[src/rtl/noc_pkg.sv]
// Shared router constants: packet width, FIFO RAM address width and derived depth.
package noc_pkg;

    localparam int unsigned PACKET_WIDTH = 55;
    localparam int unsigned ADDR_WIDTH   = 4;
    localparam int unsigned FIFO_DEPTH   = 1 << ADDR_WIDTH;

endpackage

[src/rtl/ram_fifo_ptr.sv]
// Pointer/counter unit of the RAM-backed FIFO: write/read pointers, RAM occupancy
// and the push/fetch handshake decisions. Exposes the next occupancy when
// NOC_FIFO_ALMOST_FULL_EN is defined so the top can register almost_full.
module ram_fifo_ptr
    import noc_pkg::*;
#(
    parameter int unsigned addressWidth = ADDR_WIDTH
) (
    input  logic                    clk,
    input  logic                    reset,
    input  logic                    inValid,
    input  logic                    outValid,
    input  logic                    outReady,
    output logic                    inReady,
    output logic                    push,
    output logic                    fetch,
    output logic [addressWidth-1:0] wrPtr,
    output logic [addressWidth-1:0] rdPtr,
`ifdef NOC_FIFO_ALMOST_FULL_EN
    output logic [addressWidth:0]   nextCnt,
`endif
    output logic [addressWidth:0]   ramCnt
);

    localparam int unsigned CNT_WIDTH = addressWidth + 1;
    localparam int unsigned DEPTH     = 1 << addressWidth;

    logic [addressWidth:0] cntNext;

    // Handshake decisions depend on registered state only (no out_ready -> in_ready path).
    always_comb begin
        inReady = !reset && (ramCnt < CNT_WIDTH'(DEPTH));
        push    = inValid && inReady;
        fetch   = !reset && (ramCnt != '0) && (!outValid || outReady);
        cntNext = ramCnt + CNT_WIDTH'(push) - CNT_WIDTH'(fetch);
    end

`ifdef NOC_FIFO_ALMOST_FULL_EN
    assign nextCnt = cntNext;
`endif

    // Pointers wrap naturally at DEPTH; occupancy tracks RAM slots only, not the head register.
    always_ff @(posedge clk) begin
        if (reset) begin
            wrPtr  <= '0;
            rdPtr  <= '0;
            ramCnt <= '0;
        end else begin
            if (push) begin
                wrPtr <= wrPtr + addressWidth'(1);
            end
            if (fetch) begin
                rdPtr <= rdPtr + addressWidth'(1);
            end
            ramCnt <= cntNext;
        end
    end

endmodule

[src/rtl/ram_fifo_ctrl.sv]
// First-word-fall-through FIFO controller around an external dual-port packet RAM.
// The RAM's registered read output is the FIFO head; capacity is DEPTH+1.
// Optional feature: define NOC_FIFO_ALMOST_FULL_EN to add almostFullThr / almost_full.
module ram_fifo_ctrl
    import noc_pkg::*;
#(
    parameter int unsigned packetwidth  = PACKET_WIDTH,
    parameter int unsigned addressWidth = ADDR_WIDTH
`ifdef NOC_FIFO_ALMOST_FULL_EN
    ,
    parameter int unsigned almostFullThr = (1 << addressWidth) - 2
`endif
) (
    input  logic                    clk,
    input  logic                    reset,
    input  logic                    in_valid,
    input  logic [packetwidth-1:0]  in_data,
    output logic                    in_ready,
    output logic                    out_valid,
    output logic [packetwidth-1:0]  out_data,
    input  logic                    out_ready,
    output logic [addressWidth:0]   fill_level,
    output logic                    ram_we,
    output logic [addressWidth-1:0] ram_waddr,
    output logic [packetwidth-1:0]  ram_wdata,
    output logic                    ram_re,
    output logic [addressWidth-1:0] ram_raddr,
`ifdef NOC_FIFO_ALMOST_FULL_EN
    output logic                    almost_full,
`endif
    input  logic [packetwidth-1:0]  ram_rdata
);

    localparam int unsigned CNT_WIDTH = addressWidth + 1;

    logic                    push;
    logic                    fetch;
    logic                    pop;
    logic [addressWidth-1:0] wrPtr;
    logic [addressWidth-1:0] rdPtr;
    logic [addressWidth:0]   ramCnt;
`ifdef NOC_FIFO_ALMOST_FULL_EN
    logic [addressWidth:0]   nextCnt;
`endif

    ram_fifo_ptr #(
        .addressWidth(addressWidth)
    ) u_ptr (
        .clk      (clk),
        .reset    (reset),
        .inValid  (in_valid),
        .outValid (out_valid),
        .outReady (out_ready),
        .inReady  (in_ready),
        .push     (push),
        .fetch    (fetch),
        .wrPtr    (wrPtr),
        .rdPtr    (rdPtr),
`ifdef NOC_FIFO_ALMOST_FULL_EN
        .nextCnt  (nextCnt),
`endif
        .ramCnt   (ramCnt)
    );

    // RAM port mapping and head/occupancy view.
    always_comb begin
        pop        = out_valid && out_ready;
        ram_we     = push;
        ram_waddr  = wrPtr;
        ram_wdata  = in_data;
        ram_re     = fetch;
        ram_raddr  = rdPtr;
        out_data   = ram_rdata;
        fill_level = ramCnt + CNT_WIDTH'(out_valid);
    end

    // Head valid: a fetch loads the RAM output register; a pop without refill empties it.
    always_ff @(posedge clk) begin
        if (reset) begin
            out_valid <= 1'b0;
        end else if (fetch) begin
            out_valid <= 1'b1;
        end else if (pop) begin
            out_valid <= 1'b0;
        end
    end

`ifdef NOC_FIFO_ALMOST_FULL_EN
    // Registered from next occupancy so it lines up with the RAM count it describes.
    always_ff @(posedge clk) begin
        if (reset) begin
            almost_full <= 1'b0;
        end else begin
            almost_full <= (nextCnt >= CNT_WIDTH'(almostFullThr));
        end
    end
`endif

endmodule

[config.mk]
export PLATFORM = sky130hd
export DESIGN_NAME = ram_fifo_ctrl
export DESIGN_NICKNAME = d
export VERILOG_FILES = /design/src/rtl/noc_pkg.sv /design/src/rtl/ram_fifo_ptr.sv /design/src/rtl/ram_fifo_ctrl.sv
export SDC_FILE = /design/constraint.sdc
export NUM_CORES = 1
export LEC_CHECK = 0
export CORE_AREA = 2 2 93 95
export DETAILED_ROUTE_END_ITERATION = 7
export DIE_AREA = 0 0 95 97
export GPL_TIMING_DRIVEN = 0
export PLACE_DENSITY = 0.67
export SETUP_SLACK_MARGIN = 0.4
export SYNTH_ARGS = -nofsm -noshare
export SYNTH_HDL_FRONTEND = slang
export SYNTH_SLANG_ARGS = --single-unit
[constraint.sdc]
create_clock -name clk -period 5.2 [get_ports clk]
set_input_delay 0.78 -clock clk [delete_from_list [all_inputs] [get_ports clk]]
set_output_delay 0.78 -clock clk [all_outputs]
set_load 0.01 [all_outputs]
# Word-level counts from Yosys, hierarchy flattened
# Index checks and enable logic that the tools add are counted.
# word_totals
input_bits	114
reg_bits	14
# op_classes
mux	2
magnitude_cmp	1
add_sub_neg	5
reduce_logical	10
# op_table
operator	count
5-bit by 1-bit adder with 5-bit output	2
4-bit by 1-bit adder with 4-bit output, second input constant	2
1-bit logical AND	5
5-bit less-than comparator, second input constant	1
5-bit nonzero test	1
5-bit by 1-bit subtractor with 5-bit output	1
1-bit zero test	2
1-bit 2-to-1 mux	2
2-bit nonzero test	1
1-bit logical OR	1

# Longest topological paths before layout
# Gate-level depths: netlist (run 1).
# logic_depth
ltp_word	5
ltp_mapped	13
mapped_depth_nobuf	13

# Cells and area by module
# Synthesis (run 1) repeated with hierarchy kept, for this count alone.
# unflattened
cells_unflattened	200
area_unflattened_um2	1659.1
# by_module_without_submodules
mod	seq_area_each_um2	cells_each	area_each_um2	n_inst
ram_fifo_ctrl	20.0	121	922.1	1
ram_fifo_ptr	260.2	79	737.0	1

# Worst setup path before layout (run 1)
# No wires, ideal clock.
# synth_timing
path_type	input to register
startpoint	input reset
endpoint	register u_ptr.ramCnt[4]
t_required_ps	5080
setup_ps	120
t_arrival_ps	2628
setup_slack_ps	2451
stages	11
path_cell_list	buf_2 nor3_1 ha_1 inv_1 ha_1 inv_1 fa_1 nor2b_1 o21bai_1 a21oi_1 nor3b_1
# synth_between
elab_cells_between_ends	7
# synth_rtl
element	line	source
start: declaration	ram_fifo_ctrl.sv:15	input logic reset,
1-bit zero test	ram_fifo_ptr.sv:34	fetch = !reset && (ramCnt != '0) && (!outValid || outReady);
1-bit logical AND (2 in series)	ram_fifo_ptr.sv:34	
via ram_re	ram_fifo_ctrl.sv:26	output logic ram_re,
5-bit by 1-bit subtractor with 5-bit output	ram_fifo_ptr.sv:35	cntNext = ramCnt + CNT_WIDTH'(push) - CNT_WIDTH'(fetch);
end signal: assignment	ram_fifo_ptr.sv:55	ramCnt <= cntNext;
end: declaration	ram_fifo_ptr.sv:22	output logic [addressWidth:0] ramCnt
# The timed path passes the listed nets, and every way through them passes these cells.
# A chain may end at the register's enable or synchronous reset.

# Worst setup path in the final report (run 1)
# layout_timing
startpoint	input in_valid
endpoint	register u_ptr.ramCnt[4]
# layout_between
elab_chain_cells	3
# layout_lines
element	line	source
start: declaration	ram_fifo_ctrl.sv:16	input logic in_valid,
1-bit logical AND	ram_fifo_ptr.sv:33	push = inValid && inReady;
5-bit by 1-bit adder with 5-bit output	ram_fifo_ptr.sv:35	
5-bit by 1-bit subtractor with 5-bit output	ram_fifo_ptr.sv:35	
# No other way between the ends.

==> results by group, run 1 <==
Layout
  – Share of cells above drive strength 1: 35.6%
  – Final nets: 459
  – Commonest non-fill, non-tap cells in the layout: clkdlybuf4s50_1, buf_4, dfxtp_1, ha_1, nor2_1
  – Ant. Diodes: 0
  – Area grow syn2layout: 89.5%
  – Fin cells: 436
  – Most common cell after layout, fill and taps aside: clkdlybuf4s50_1

Clocking
  – Clk_lat worst skew: 240 ps
  – Clock slew seen by the registers of the worst setup and hold paths: 60 ps
  – Post-cts sizing count: 0
  – Sink Count: 14
  – Clock root buffer: clkbuf_8
  – CTS tree: done
  – Cts hold-fix bufs: 0
  – Post-CTS setup repair buffer count: 0
  – CTS max path bufs: 2
  – H-tree levels: 1
  – Total CTS buffers: 3

Floorplan
  – Core region area: 8130 um^2
  – Die W: 95 um
  – Die Span Y: 97 um
  – I/O pin count: 241
  – Die ar.: 9220 um^2
  – Initial cell density of the core: 20.3%
  – Row count: 33

Synthesis
  – Post-synthesis compound-gate area fraction: 2.73%
  – Top post-synthesis cells by area: buf_4, dfxtp_1, ha_1
  – Post-Syn Nets: 325
  – Post-synth design cell area: 1650 um^2
  – Post-synthesis mux area share: 0%
  – Top cell type's share of synthesized area: 50.0%
  – Sequential fraction of the synthesis area: 17.0%
  – Synth warnings: 0
  – #FFs+latches synth: 14
  – Post-Synth XOR/XNOR Area: 5.84%
  – Main combinational cell family by area after synthesis: buffers and inverters
  – Cells after Synth: 198
  – Adder-Cell Fraction of Synth Area: 10.3%
  – Ys flop type: dfxtp_1
  – Simple-gate share of the synthesized area: 11.1%
  – EDFF count, synth: 0
  – Ys async rst share: 0%
  – Syn_area_per_cell: 8.34 um^2
  – Synth area leader: buf_4
  – Library cells used by synthesis: 24

Min path
  – Hold WC Path Type: flip-flop to flip-flop

Setup path
  – Worst setup SP type: input pin
  – Worst path cell trace: clkdlybuf4s50_1 -> nor3b_4 -> inv_1 -> ha_1 -> inv_1 -> ha_1 -> inv_1 -> fa_1 -> nor2b_1 -> o21bai_1 -> nand3_1 -> nor3b_1
  – CP most frequent cell: inv_1
  – Worst-path fanout max: 7
  – CP top delay family: adder cells
  – CP peak stage delay: 460 ps
  – Worst EP required: 5360 ps
  – Worst setup EP type: flip-flop
  – CP max-delay cell: clkdlybuf4s50_1
  – Critical path class: input pin to flip-flop
  – Buffers and inverters on the worst path: 4
  – Crit path arrival time: 3160 ps

STA
  – Hold Vio Cnt, Final: 0
  – RSZ-0062 raised after global routing: false
  – Fin crit share: 57.6%
  – Shortest period the worst path allows: 2990 ps
  – Worst clock skew: 5.33 ps
  – Slew headroom: 69.6%
  – Worst slew pin tran: 456 ps
  – Post-route setup TNS: 0 ps
  – Pins Over Slew Limit: 0
  – # setup viols final: 0
  – Fmax: 334 MHz

Power and ir drop
  – P_leak: 1.42 nW
  – NetSw: 0.271 mW
  – Gate power share: 63.9%
  – Power share of the clock group: 13.7%
  – Switching Share: 35.0%
  – Max VDD drop: 0.0000999 V
  – PwrDens: 248 nW/um^2
  – Pint: 0.504 mW
  – Flop pwr share: 22.4%

Outcome
  – Status: complete, no violations

Routing
  – DR vias: 1563
  – Drt wl/cell: 10.3 um
  – Antenna Nets Post-Route: 0
  – Vias per inst: 3.58
  – DRC: 0
  – DRT iter0 DRCs: 17
  – Total detailed-routing wirelength: 4.51 mm
  – Drt pass-1 iters: 3

Placed design
  – Placed wire-length estimate: 4.17 mm
  – Port-buffer cells: 129
  – Post-Place Cells: 432
  – Routability Congestion: 0.683

Job
  – Max Cap Violations: 0

Global route
  – Antenna violations before repair: 0
  – Vias in the first global route: 1616
  – Gr ovfl total: 0
  – Largest net degree at the start of global routing: 11
  – First-pass GRT wire length: 6.84 mm
  – Gr usage total: 9.02%
## area by class of cell
| type | count | area (um^2) |
|---|---|---|
| fill | 836 | 5010 |
| timing repair buffer | 129 | 1290 |
| buffer | 113 | 846 |
| multi-input combinational | 63 | 494 |
| sequential | 14 | 280 |
| tap | 105 | 131 |
| clock buffer | 4 | 55.1 |
| inverter | 8 | 30.0 |
## Yosys cell counts, drive strengths merged (3+ instances only)
| cell | n |
|---|---|
| a21oi | 4 |
| buf | 113 |
| dfxtp | 14 |
| ha | 12 |
| inv | 8 |
| nand2 | 5 |
| nor2 | 10 |
| nor2b | 4 |
| nor3 | 3 |
| nor3b | 3 |
| xnor2 | 7 |
| xor2 | 4 |
## metrics by stage
stage / instance area (um^2) / power [mW] / hold slack, ps / worst slack, ps / utilization, %
floorplan: 1650 / 0.467 / 517 / 2450 / -
global placement: 3070 / 0.667 / 498 / 2020 / 37.8
detailed placement: 3070 / 0.680 / 495 / 1950 / 37.8
CTS: 3130 / 0.789 / 513 / 2190 / 38.5
global route: 3130 / 0.843 / 573 / 2070 / 38.5
finish: 3130 / 0.775 / 506 / 2210 / 38.5
## state kept, by name, summed over array words and instances (netlist names)
name,count
u_ptr.ramCnt,5
out_valid,1
u_ptr.wrPtr,4
u_ptr.rdPtr,4
## final timing paths
path / from / to / slack (ps) / cells after the start
hold / removal: u_ptr.wrPtr[3] / u_ptr.wrPtr[3] / 510 / 2
hold reg to reg: u_ptr.wrPtr[3] / u_ptr.wrPtr[3] / 510 / 2
setup / recovery: in_valid / u_ptr.ramCnt[4] / 2210 / 12
setup reg to reg: u_ptr.ramCnt[2] / u_ptr.ramCnt[4] / 2470 / 13
## power groups by stage
| stage | clock, mW | sequential [mW] | combinational [mW] |
|---|---|---|---|
| after floorplan | 0 | 0.177 | 0.290 |
| after global placement | 0 | 0.176 | 0.490 |
| after detailed placement | 0 | 0.177 | 0.503 |
| after CTS | 0.110 | 0.175 | 0.504 |
| after global routing | 0.114 | 0.181 | 0.548 |
| final | 0.106 | 0.174 | 0.495 |
## worst register-to-register path, stage by stage (launching register included)
cell and delay [ps]:
dfxtp_1 420, inv_1 100, ha_1 200, nor4b_4 150, nor3_1 290, ha_1 290
inv_1 60, ha_1 160, inv_1 50, fa_1 380, nor2b_1 180, o21bai_1 110
nand3_1 90, nor3b_1 180
## kinds of logic (layout without fill, tap and decap cells)
logic type	Yosys count	in the layout
buf+inv	121	254
simple gates	31	31
flops	14	14
compound gates	8	8
xor+xnor	11	11
fa+ha+maj	13	13
## routing by layer
metal  vias to the layer above  wire (um)  GRT usage [%]
met5                         -          0              0
met4                         0         22           2.01
met3                         2        627           2.80
met2                       123       2500           18.1
met1                       666       1360           8.66
li1                        772          -              -
(Power assumes the default switching activity.)
==> run 2: changes to the inputs <==
--- a/config.mk
+++ b/config.mk
@@ -9,7 +9,7 @@
 export DETAILED_ROUTE_END_ITERATION = 7
 export DIE_AREA = 0 0 95 97
 export GPL_TIMING_DRIVEN = 0
-export PLACE_DENSITY = 0.67
+export PLACE_DENSITY = 0.7
 export SETUP_SLACK_MARGIN = 0.4
 export SYNTH_ARGS = -nofsm -noshare
 export SYNTH_HDL_FRONTEND = slang
==> constraint.sdc (replaced) <==
create_clock -name clk -period 2.65 [get_ports clk]
set_input_delay 0.3975 -clock clk [delete_from_list [all_inputs] [get_ports clk]]
set_output_delay 0.3975 -clock clk [all_outputs]
set_load 0.01 [all_outputs]
==> results by group, run 2 (synthesis results as in run 1) <==
Placed design
  – Placement Cell Area: 3090 um^2 (+0.65%)
  – Routability Congestion: 0.670 (-2.0%)
  – Placed wire-length estimate: 3.97 mm (-4.8%)
  – Port-buffer cells: 129 (unchanged)

Clocking
  – Clock slew seen by the registers of the worst setup and hold paths: 60 ps (about the same)
  – Clk_lat worst skew: 240 ps (about the same)
  – Total CTS buffers: 3 (unchanged)
  – Clock root buffer: clkbuf_8
  – H-tree levels: 1 (unchanged)
  – CTS tree: done
  – Sink Count: 14 (unchanged)
  – CTS max path bufs: 2 (unchanged)

Layout
  – Commonest non-fill, non-tap cells in the layout: clkdlybuf4s50_1, buf_4, dfxtp_1, nor2_1, ha_1
  – Design Area, Final: 3270 um^2 (+4.6%)
  – Final Core Density: 40.2% (+1.8 points)
  – Most flop-heavy register: u_ptr.ramCnt
  – Most common cell after layout, fill and taps aside: clkdlybuf4s50_1
  – Final nets: 470 (+2.4%)
  – Share of cells above drive strength 1: 42.1% (+6.5 points)
  – Area grow syn2layout: 98.3%
  – Largest regs: u_ptr.ramCnt: 5 flops, u_ptr.rdPtr: 4 flops, u_ptr.wrPtr: 4 flops
  – Ant. Diodes: 0 (unchanged)
  – Max reg flops: 5 (unchanged)

Floorplan
  – Die ar.: 9220 um^2 (unchanged)
  – I/O pin count: 241 (unchanged)
  – Row count: 33 (unchanged)
  – Core region area: 8130 um^2 (unchanged)
  – Die W: 95 um (unchanged)
  – Die Span Y: 97 um (unchanged)
  – Initial cell density of the core: 20.3% (unchanged)

Min path
  – Hold Path Depth: 2 (unchanged)
  – Hold_sp: reset
  – Hold WC Path Type: input pin to flip-flop
  – Hold path endpoint: u_ptr.ramCnt[0]

Routing
  – Antenna Nets Post-Route: 0 (unchanged)
  – DRC: 0 (unchanged)
  – Drt wl/cell: 10.3 um (-0.43%)
  – Vias per inst: 3.67 (+2.5%)
  – DR vias: 1642 (+5.1%)
  – Total detailed-routing wirelength: 4.60 mm (+2.1%)
  – Drt pass-1 iters: 4 (+1)
  – DRT iter0 DRCs: 17 (unchanged)

Outcome
  – Status: complete, no violations

STA
  – Post-route setup TNS: 0 ps (unchanged)
  – Fmax: 429 MHz
  – Shortest period the worst path allows: 2330 ps
  – Worst slew pin tran: 484 ps (+28.9 ps)
  – Pins Over Slew Limit: 0 (unchanged)
  – # setup viols final: 0 (unchanged)
  – Fin Hold WS: 469 ps (-36.8 ps)
  – Worst clock skew: 1.27 ps (-4.07 ps)
  – Hold Vio Cnt, Final: 0 (unchanged)
  – RSZ-0062 raised after global routing: true
  – Fin crit share: 88.0%
  – Slew headroom: 67.7% (-1.9 points)

Setup path
  – Worst setup SP type: flip-flop
  – Reg2Reg Depth: 13 (unchanged)
  – Critical path class: flip-flop to flip-flop
  – Worst-path fanout max: 2 (-5)
  – FF-to-FF setup slack: 320 ps (-2150 ps)
  – Worst reg2reg endpoint: u_ptr.ramCnt[4]
  – Worst setup EP type: flip-flop
  – Reg2reg start: u_ptr.ramCnt[2]
  – Worst EP required: 2780 ps (-2580 ps)
  – Crit path arrival time: 2470 ps (-690 ps)

Power and ir drop
  – Max VDD drop: 0.000407 V (+310%)
  – P_leak: 1.52 nW (+6.5%)
  – PwrDens: 521 nW/um^2 (+110%)

Global route
  – Largest net degree at the start of global routing: 11 (unchanged)
  – Gr ovfl total: 0 (unchanged)
  – Antenna violations before repair: 0 (unchanged)
  – Vias in the first global route: 1667 (+3.2%)
  – First-pass GRT wire length: 6.86 mm (+0.20%)
  – Gr usage total: 8.90% (-0.12 points)

Job
  – Max Cap Violations: 0 (unchanged)
run 2: worst max path at each step:
stage | slack (ps) | depth (start not counted) | end | start
after floorplan | 240 | 13 | u_ptr.ramCnt[4] | u_ptr.ramCnt[3]
after global placement | -120 | 12 | u_ptr.ramCnt[4] | out_ready
after detailed placement | -160 | 12 | u_ptr.ramCnt[4] | out_ready
after CTS | 320 | 13 | u_ptr.ramCnt[4] | u_ptr.ramCnt[2]
after global routing | 190 | 13 | u_ptr.ramCnt[4] | u_ptr.ramCnt[2]
final | 320 | 13 | u_ptr.ramCnt[4] | u_ptr.ramCnt[2]
run 2: power breakdown:
| group | total [mW] | internal, mW | switching, mW |
|---|---|---|---|
| combinational | 1.15 | 0.696 | 0.449 |
| sequential | 0.351 | 0.280 | 0.0708 |
| clock | 0.210 | 0.132 | 0.0782 |
run 2: metal layers:
metal	wire length, um	up-vias	part of all wire (%)	GRT usage (%)
met5	0	-	0	0
met3	678	2	15	3.27
met2	2520	131	55	18.3
met1	1390	715	30	8.21
li1	-	794	-	-
met4	8	0	0.17	1.00
run 2: area by class of cell:
| type | count | area, um^2 |
|---|---|---|
| well taps | 105 | 131 |
| plain buffers | 113 | 846 |
| clock buffers | 4 | 55.1 |
| multi-input cells | 63 | 541 |
| flip-flops and latches | 14 | 289 |
| fillers | 824 | 4860 |
| inverters | 8 | 35.0 |
| repair buffers | 140 | 1380 |
run 2: repair_timing:
action	in CTS	in global routing
resized for setup	10	5
hold buffers	0	0
buffers inserted	8	3
pin swaps	7	6
endpoints found under the setup margin	7	4
run 2: metrics by stage:
stage	std cells	power, mW	worst slack (ps)
6_report	447	1.71	319
5_1_grt	447	1.86	192
4_1_cts	444	1.68	322
3_5_place_dp	432	1.37	-158
3_3_place_gp	432	1.35	-124
2_1_floorplan	198	0.941	243
run 2: worst max-delay path: stages (launching register included):
cell      delay (ps)
dfxtp_4          350
inv_4             60
ha_4             120
nor4b_4          250
nor3_2            90
ha_1             310
inv_2             70
ha_4             120
inv_2             30
fa_2             360
nor2b_2          140
o21bai_1         110
a21oi_2          140
nor3b_2           50
==> run 3: changes to the inputs <==
--- a/config.mk
+++ b/config.mk
@@ -5,11 +5,12 @@
 export SDC_FILE = /design/constraint.sdc
 export NUM_CORES = 1
 export LEC_CHECK = 0
-export CORE_AREA = 2 2 93 95
+export CORE_AREA = 2 2 94 96
 export DETAILED_ROUTE_END_ITERATION = 7
-export DIE_AREA = 0 0 95 97
+export DIE_AREA = 0 0 96 98
+export DONT_BUFFER_PORTS = 1
 export GPL_TIMING_DRIVEN = 0
-export PLACE_DENSITY = 0.7
+export PLACE_DENSITY = 0.3
 export SETUP_SLACK_MARGIN = 0.4
 export SYNTH_ARGS = -nofsm -noshare
 export SYNTH_HDL_FRONTEND = slang
==> results by group, run 3 (synthesis results as in run 1) <==
Outcome
  – Status: complete, no violations

Global route
  – Vias in the first global route: 850 (-49%)
  – Largest net degree at the start of global routing: 11 (unchanged)
  – First-pass GRT wire length: 4.29 mm (-37%)
  – Gr ovfl total: 0 (unchanged)
  – Antenna violations before repair: 0 (unchanged)
  – Gr usage total: 6.15% (-2.8 points)

STA
  – Worst clock skew: 4.44 ps (+3.17 ps)
  – Worst slew pin tran: 525 ps (+40.4 ps)
  – # setup viols final: 0 (unchanged)
  – Pins Over Slew Limit: 0 (unchanged)
  – RSZ-0062 raised after global routing: true
  – Hold Vio Cnt, Final: 0 (unchanged)
  – Slew headroom: 65.0% (-2.7 points)
  – Shortest period the worst path allows: 2350 ps (+22.7 ps)
  – Fin crit share: 88.8% (+0.86 points)
  – Fmax: 425 MHz (-0.96%)

Setup path
  – Reg2reg start: u_ptr.ramCnt[2]
  – CP Launch Point: u_ptr.ramCnt[2]
  – Critical path class: flip-flop to flip-flop
  – Worst setup SP type: flip-flop
  – Worst setup EP type: flip-flop
  – Crit path arrival time: 2490 ps (+20 ps)
  – Worst path cell trace: inv_4 -> ha_4 -> nor4b_4 -> nor3_4 -> ha_4 -> inv_2 -> ha_4 -> inv_2 -> fa_2 -> nor2b_4 -> o21bai_1 -> a21oi_1 -> nor3b_2
  – CP peak stage delay: 380 ps (+20 ps)
  – CP max-delay cell: fa_2
  – CP most frequent cell: ha_4
  – Worst EP required: 2790 ps (about the same)
  – Buffers and inverters on the worst path: 3 (unchanged)
  – Worst-path fanout max: 2 (unchanged)
  – CP top delay family: adder cells

Layout
  – Largest regs: u_ptr.ramCnt: 5 flops, u_ptr.rdPtr: 4 flops, u_ptr.wrPtr: 4 flops
  – Most common cell after layout, fill and taps aside: buf_4
  – Ant. Diodes: 0 (unchanged)
  – Final nets: 340 (-28%)
  – Share of cells above drive strength 1: 68.4% (+26 points)
  – Max reg flops: 5 (unchanged)
  – Commonest non-fill, non-tap cells in the layout: buf_4, dfxtp_1, nor2_1, ha_1, xnor2_1
  – Design Area, Final: 2000 um^2 (-39%)
  – Final Core Density: 23.7% (-17 points)
  – Area grow syn2layout: 21.4%
  – Most flop-heavy register: u_ptr.ramCnt

Floorplan
  – I/O pin count: 241 (unchanged)
  – Die ar.: 9410 um^2 (+2.1%)
  – Row count: 34 (+3.0%)
  – Initial cell density of the core: 19.5% (-0.79 points)
  – Die Span Y: 98 um (+1.0%)
  – Die W: 96 um (+1.1%)
  – Core region area: 8470 um^2 (+4.1%)

Placed design
  – Placement Cell Area: 1810 um^2 (-42%)
  – Routability Congestion: 0.711 (+6.2%)
  – Port-buffer cells: 0 (-100%)
  – Placed wire-length estimate: 2.73 mm (-31%)

Job
  – Max Cap Violations: 0 (unchanged)

Routing
  – DRT iter0 DRCs: 14 (-3)
  – Antenna Nets Post-Route: 0 (unchanged)
  – Drt wl/cell: 10.4 um (+0.79%)
  – Total detailed-routing wirelength: 3.32 mm (-28%)
  – DRC: 0 (unchanged)
  – Vias per inst: 3.73 (+1.5%)
  – Drt pass-1 iters: 4 (unchanged)
  – DR vias: 1193 (-27%)

Min path
  – Hold WC Path Type: input pin to flip-flop
  – Hold_sp: out_ready

Power and ir drop
  – Max VDD drop: 0.000217 V (-47%)
  – P_leak: 0.988 nW (-35%)
  – PwrDens: 737 nW/um^2 (+41%)

Clocking
  – CTS max path bufs: 2 (unchanged)
  – Sink Count: 14 (unchanged)
  – Clock slew seen by the registers of the worst setup and hold paths: 70 ps (about the same)
  – Clk_lat worst skew: 250 ps (about the same)
  – H-tree levels: 1 (unchanged)
  – Total CTS buffers: 3 (unchanged)
  – CTS tree: done
  – Clock root buffer: clkbuf_8
run 3: changes by cell type in the layout (fill, tap and decap cells not counted), sizes merged:
cell,previous run,this run
buf,124,123
clkdlybuf4s50,125,0
dlygate4sd2,2,0
dlymetal6s2s,2,0
run 3: layout make-up:
type                            instances  area (um^2)
Tap cell                              108          135
Multi-Input combinational cell         63          564
Buffer                                113          846
Timing Repair Buffer                   10         78.8
Inverter                                8         35.0
Clock buffer                            4         55.1
Fill cell                             923         6460
Sequential cell                        14          289
run 3: path summary, 6_finish.rpt:
path	to	slack [ps]	depth (start not counted)
hold / removal	out_valid	330	2
setup / recovery	u_ptr.ramCnt[4]	300	13
hold reg to reg	out_valid	570	2
setup reg to reg	u_ptr.ramCnt[4]	300	13
run 3: layer usage:
| layer | track usage [%] | share of wire, % | wire [um] | vias up |
|---|---|---|---|---|
| met5 | 0 | 0 | 0 | - |
| met1 | 6.38 | 31 | 1030 | 529 |
| li1 | - | - | - | 537 |
| met2 | 10.1 | 50 | 1660 | 123 |
| met3 | 3.16 | 17 | 567 | 4 |
| met4 | 2.97 | 1.8 | 59 | 0 |
run 3: what timing repair did:
| item | in CTS | in global routing |
|---|---|---|
| gates resized for setup | 8 | 8 |
| setup buffers | 7 | 3 |
| hold buffers | 0 | 0 |
| pin swaps | 7 | 8 |
| setup endpoints to repair | 4 | 4 |
run 3: through the flow:
stage	hold WS (ps)	TNS, ps	setup WS [ps]	instances	total power, mW
final	328	0	296	320	1.48
after global routing	321	0	140	320	1.61
after CTS	317	0	203	317	1.41
after detailed placement	566	-52.3	-52.3	306	1.06
after global placement	563	-86.9	-86.9	306	1.07
after floorplan	517	0	243	198	0.941
run 3: power breakdown:
part	total [mW]	internal, mW	switching [mW]
sequential	0.368	0.279	0.0890
combinational	0.887	0.485	0.402
clock	0.220	0.132	0.0882
